[src/rtl/free_list_pkg.sv]
// Shared configuration for the physical-register free list: register counts,
// list depth and pointer width (index bits plus one wrap bit).
package free_list_pkg;

    localparam int NUM_PHYS        = 64;
    localparam int NUM_ARCH        = 32;
    localparam int PROJ_LOG_PHYS   = $clog2(NUM_PHYS);
    localparam int FREE_LIST_DEPTH = NUM_PHYS - NUM_ARCH;

    // Pointer = index into a power-of-two ring plus one wrap bit.
    function automatic int ptr_w(input int depth);
        return $clog2(depth) + 1;
    endfunction

    localparam int PTR_W = ptr_w(FREE_LIST_DEPTH);

endpackage

[src/rtl/free_list.sv]
// Rename free list: circular FIFO of free physical registers with speculative
// and committed heads. Optional same-cycle bypass when FREE_LIST_BYPASS_EN is defined.
module free_list
    import free_list_pkg::*;
#(
    parameter int NUM_PHYS = free_list_pkg::NUM_PHYS,
    parameter int NUM_ARCH = free_list_pkg::NUM_ARCH
) (
    input  logic                                  CLK,
    input  logic                                  RESET,
    input  logic                                  Grabbed_regs,
    input  logic                                  Retire_valid,
    input  logic [$clog2(NUM_PHYS)-1:0]           Retire_old_phys_reg,
    input  logic                                  Recover,
    output logic [$clog2(NUM_PHYS)-1:0]           Free_phys_reg,
    output logic                                  Free_reg_avail,
    output logic [$clog2(NUM_PHYS-NUM_ARCH):0]    Free_count,
    output logic                                  Error
);

    localparam int DEPTH = NUM_PHYS - NUM_ARCH;
    localparam int IDX_W = $clog2(DEPTH);
    localparam int PW    = ptr_w(DEPTH);
    localparam int RW    = $clog2(NUM_PHYS);

    logic [RW-1:0] mem [DEPTH];
    logic [PW-1:0] tail;
    logic [PW-1:0] spec_head;
    logic [PW-1:0] arch_head;

    logic          list_avail;
    logic [RW-1:0] head_reg;
    logic          grab_ok;
    logic          grab_bad;
    logic          retire_bad;
    logic          reg_zero;
    logic          arch_adv;
    logic          do_push;
    logic [PW-1:0] arch_next;

    assign list_avail = (tail != spec_head);
    assign head_reg   = mem[spec_head[IDX_W-1:0]];
    assign reg_zero   = (Retire_old_phys_reg == '0);
    assign Free_count = tail - spec_head;

`ifdef FREE_LIST_BYPASS_EN
    logic bypass_hit;
    assign bypass_hit     = !list_avail && Retire_valid && !reg_zero;
    assign Free_reg_avail = list_avail || bypass_hit;
    assign Free_phys_reg  = bypass_hit ? Retire_old_phys_reg : head_reg;
`else
    assign Free_reg_avail = list_avail;
    assign Free_phys_reg  = head_reg;
`endif

    always_comb begin
        grab_ok    = Grabbed_regs && Free_reg_avail && !Recover;
        grab_bad   = Grabbed_regs && !Free_reg_avail && !Recover;
        // A retire with no outstanding allocation (arch_head caught up with
        // spec_head and no grab this cycle) would push the list past full.
        retire_bad = Retire_valid && (arch_head == spec_head) && !grab_ok;
        arch_adv   = Retire_valid && !retire_bad;
        do_push    = arch_adv && !reg_zero;
        arch_next  = arch_head + PW'(arch_adv);
    end

    always_ff @(posedge CLK or negedge RESET) begin
        if (!RESET) begin
            for (int i = 0; i < DEPTH; i++) begin
                mem[i] <= RW'(NUM_ARCH + i);
            end
            tail      <= PW'(DEPTH);
            spec_head <= '0;
            arch_head <= '0;
            Error     <= 1'b0;
        end else begin
            // The slot is written even when a bypass grab consumes the value,
            // so a later recovery still sees the correct register number.
            if (do_push) begin
                mem[tail[IDX_W-1:0]] <= Retire_old_phys_reg;
            end
            tail      <= tail + PW'(do_push);
            arch_head <= arch_next;
            spec_head <= Recover ? arch_next : spec_head + PW'(grab_ok);
            if (grab_bad || retire_bad || (Retire_valid && reg_zero)) begin
                Error <= 1'b1;
            end
        end
    end

endmodule

[config.mk]
export PLATFORM = sky130hd
export DESIGN_NAME = free_list
export DESIGN_NICKNAME = d
export VERILOG_FILES = /design/src/rtl/free_list_pkg.sv /design/src/rtl/free_list.sv
export SDC_FILE = /design/constraint.sdc
export NUM_CORES = 1
export LEC_CHECK = 0
export BUFFER_PORTS_ARGS = -buffer_cell sky130_fd_sc_hd__buf_2
export CAP_MARGIN = 20
export CORE_UTILIZATION = 30
export DETAILED_ROUTE_END_ITERATION = 16
export GPL_ROUTABILITY_DRIVEN = 0
export PLACE_DENSITY_LB_ADDON = 0.25
export SYNTH_ARGS = -nofsm -noshare
export SYNTH_HDL_FRONTEND = slang
export SYNTH_SLANG_ARGS = --single-unit
export TNS_END_PERCENT = 50
[constraint.sdc]
create_clock -name CLK -period 7.7 [get_ports CLK]
set_clock_uncertainty 0.2 [all_clocks]
set_input_delay 1.54 -clock CLK [delete_from_list [all_inputs] [get_ports CLK]]
set_output_delay 1.54 -clock CLK [all_outputs]
set_load 0.02 [all_outputs]
==> parameters.txt <==
Parameter                              Value

Synthesis
  Most numerous cell in the Yosys netlist ... mux2_4
  Top cells by area in the synthesized netlist ... dfstp_2 26%, dfrtp_1 22%, mux2_4 21%, mux4_2 12%, nor4_4 6.0%
  Synthesized area per cell ... 17.2 um^2
  Ys Warns ... 0
  Number of instances in the synthesized netlist ... 664
  Primary FF master, synth ... dfstp_2
  Netlist area before placement ... 11,400 um^2
  Sequential cell area fraction in the yosys report ... 0.475
  Unique masters post-synth ... 42
  Yosys reg bits ... 211
  Share of flip-flops with an asynchronous set or reset ... 1.00
  Synth top area share ... 0.260
  Cell types with the highest counts after synthesis ... 162 x mux2_4, 113 x dfstp_2, 98 x dfrtp_1, 60 x mux4_2, 32 x nor4_4
  Post-synthesis cell type with the largest combined area ... dfstp_2
  Post-Synthesis Net Count ... a little under 700
  Post-synth EDFFs ... 0

Power and ir drop
  Leakage power of the design ... between 5 and 6 nW
  Power density normalized to cell area ... approximately 430 nW/um^2
  IR drop worst, VDD ... roughly 0.4 mV

Cells and area
  Count of inserted antenna diode cells ... 0
  Utilization of the core after routing ... 0.342
  Syn-to-layout area delta ... 12.6%
  Total Nets Final ... 704
  Share of post-route cells with drive strength above 1 ... 0.659

Die
  Placement Rows ... 71
  Floorplan die width ... approximately 200 um
  Initial cell density of the core ... 0.303
  Core Box Area ... roughly 38,000 um^2
  Number of top-level pins ... 25
  Total Die Area ... 38,800 um^2
  Height of the die ... 197 um

Timing
  Final slew viol count ... 0
  Final number of setup-violating endpoints ... 0
  Unrepaired setup endpoints after global routing ... false
  Post-route setup TNS ... 0 ps
  Final hold vios ... 0
  Fmax achieved ... around 0.19 GHz
  Period minus WS final ... 5170 ps
  Slew @ Worst Pin ... 959 ps
  Final worst path period share ... 0.672
  Remaining max-slew budget at the tightest pin ... 0.360

GRT
  Vias in the first global route ... between 6,000 and 7,000
  Largest net degree at the start of global routing ... between 100 and 150
  First-pass GRT wire length ... around 42,000 um
  Overflow left after global routing ... 0
  Gr usage total ... 0.145
  Antenna violations before repair ... 0

Clock network
  Post-CTS repair timing setup buffer count ... 0
  Sinks on the clock net ... 211
  Clock Root Buffer ... clkbuf_16
  CTS resizes ... 0
  Bufs on Longest Clock Path ... 3
  Clock slew at the register clock pins of the worst setup and hold paths ... 60 ps
  Worst-Skew Late Latency ... 530 ps
  Number of buffers created by CTS ... 26
  Count of hold buffers inserted by post-cts repair ... 0
  TritonCTS clock tree ... done
  Number of levels in the clock H-tree ... 1

Critical path
  Critical Path Start Type ... flop
  Sort of element at the end of the critical path ... primary output
  Critical path arrival ... 3430 ps
  CP required ... 5960 ps
  Critical path class ... reg -> out
  Critical path peak fanout ... 31

Detailed routing
  Number of search-and-repair iterations in the first detailed-routing pass ... 4
  DRC marker count from the first detailed-route iteration ... 305
  Routed vias ... 5,703
  Vias per Instance ... 4.71
  Number of nets still failing antenna checks after routing ... 0
  Routed length per instance ... between 20 and 25 um
  Number of DRC violations after detailed routing ... 0
  Final routed wirelength across all metal layers ... about 27,000 um

Hold path
  Hold crit path type ... reg -> reg

Run status
  Status ... completed

Placement
  HPWL after detailed placement ... 16,900 um
  Port bufs ... 24

Run
  MaxCap Viol Count ... 0
==> worst paths after layout <==
kind | startpoint | end | slack, ps | cells after the start
setup / recovery | spec_head[0] | Free_phys_reg[3] | 2530 | 6
hold / removal | mem[159] | mem[159] | 280 | 1
setup reg to reg | spec_head[3] | spec_head[4] | 3370 | 13
hold reg to reg | mem[159] | mem[159] | 280 | 1
max in group asynchronous | RESET | mem[184] | 5300 | 2
min in group asynchronous | RESET | mem[6] | 810 | 1
==> through the flow <==
stage / worst slack, ps / total power [mW] / cell area [um^2] / std cells / hold slack, ps
final: 2530 / 5.58 / 12800 / 1212 / 282
after global routing: 2260 / 5.90 / 12800 / 1212 / 298
after CTS: 2410 / 5.66 / 12800 / 1212 / 285
after detailed placement: 3000 / 4.40 / 12000 / 1164 / 273
after global placement: 2940 / 4.42 / 12000 / 1164 / 264
after floorplan: 3320 / 3.76 / 11400 / 664 / 252
==> report_power, final <==
group | switching [mW] | internal (mW) | leakage (nW) | total (mW)
clock network | 0.481 | 0.734 | 0.419 | 1.22
registers | 0.416 | 1.74 | 2.42 | 2.16
logic | 0.984 | 1.22 | 2.17 | 2.21
total | 1.88 | 3.70 | 5.01 | 5.58
==> state kept, by name, indices dropped and copies added, names as in the netlist <==
name       flops
tail           6
arch_head      6
mem          192
Error          1
spec_head      6
==> cell families (layout without fill, tap and decap cells) <==
| family | count (synthesis) | in the layout | share of synthesized area |
|---|---|---|---|
| and+or+nand+nor | 97 | 97 | 0.0950 |
| AOI/OAI and AO/OA | 12 | 12 | 0.00768 |
| buffers and inverters | 56 | 93 | 0.0279 |
| adders and majority gates | 12 | 12 | 0.0138 |
| xor gates and xnor gates | 22 | 22 | 0.0169 |
| DFF | 211 | 211 | 0.475 |
| muxes | 254 | 254 | 0.363 |
==> placed cells by master (no fill, tap or decap), drive strengths merged <==
cell and instances:
or3 2, o21ai 6, clkinvlp 2, buf 32
nand4 3, ha 11, dfrtp 98, fa 1
mux2 194, or3b 2, nand3b 3, o311a 1
nor4 32, nor2b 2, inv 11, clkinv 6
xnor2 17, clkbuf 41, nand2 28, a21oi 2
xor2 5, bufinv 1, nor2 6, a21boi 1
dfstp 113, o211ai 1, or4 2, nor3 4
a2111o 1, mux4 60, nor3b 1, nand3 12
==> critical path: stages (launching register included) <==
cell and delay, ps:
dfrtp_4 710, buf_4 600, mux4_2 630, mux4_2 510, nand2_1 100, nand2_1 120
buf_2 190
==> routing by layer <==
metal  wire length (um)  track usage  vias up
met5                  0            0        -
met2              12400        0.221       98
met4                365       0.0304        0
li1                   -            -     2529
met3               1080       0.0178       26
met1              12900        0.218     3050
==> cell type report <==
| class | count | area (um^2) |
|---|---|---|
| Fill cell | 3566 | 24700 |
| Multi-Input combinational cell | 397 | 5670 |
| Sequential cell | 211 | 5430 |
| Timing Repair Buffer | 33 | 209 |
| Clock inverter | 8 | 77.6 |
| Tap cell | 511 | 639 |
| Inverter | 12 | 45.0 |
| Clock buffer | 40 | 785 |
Note: power is estimated with default switching activity, not from simulation.
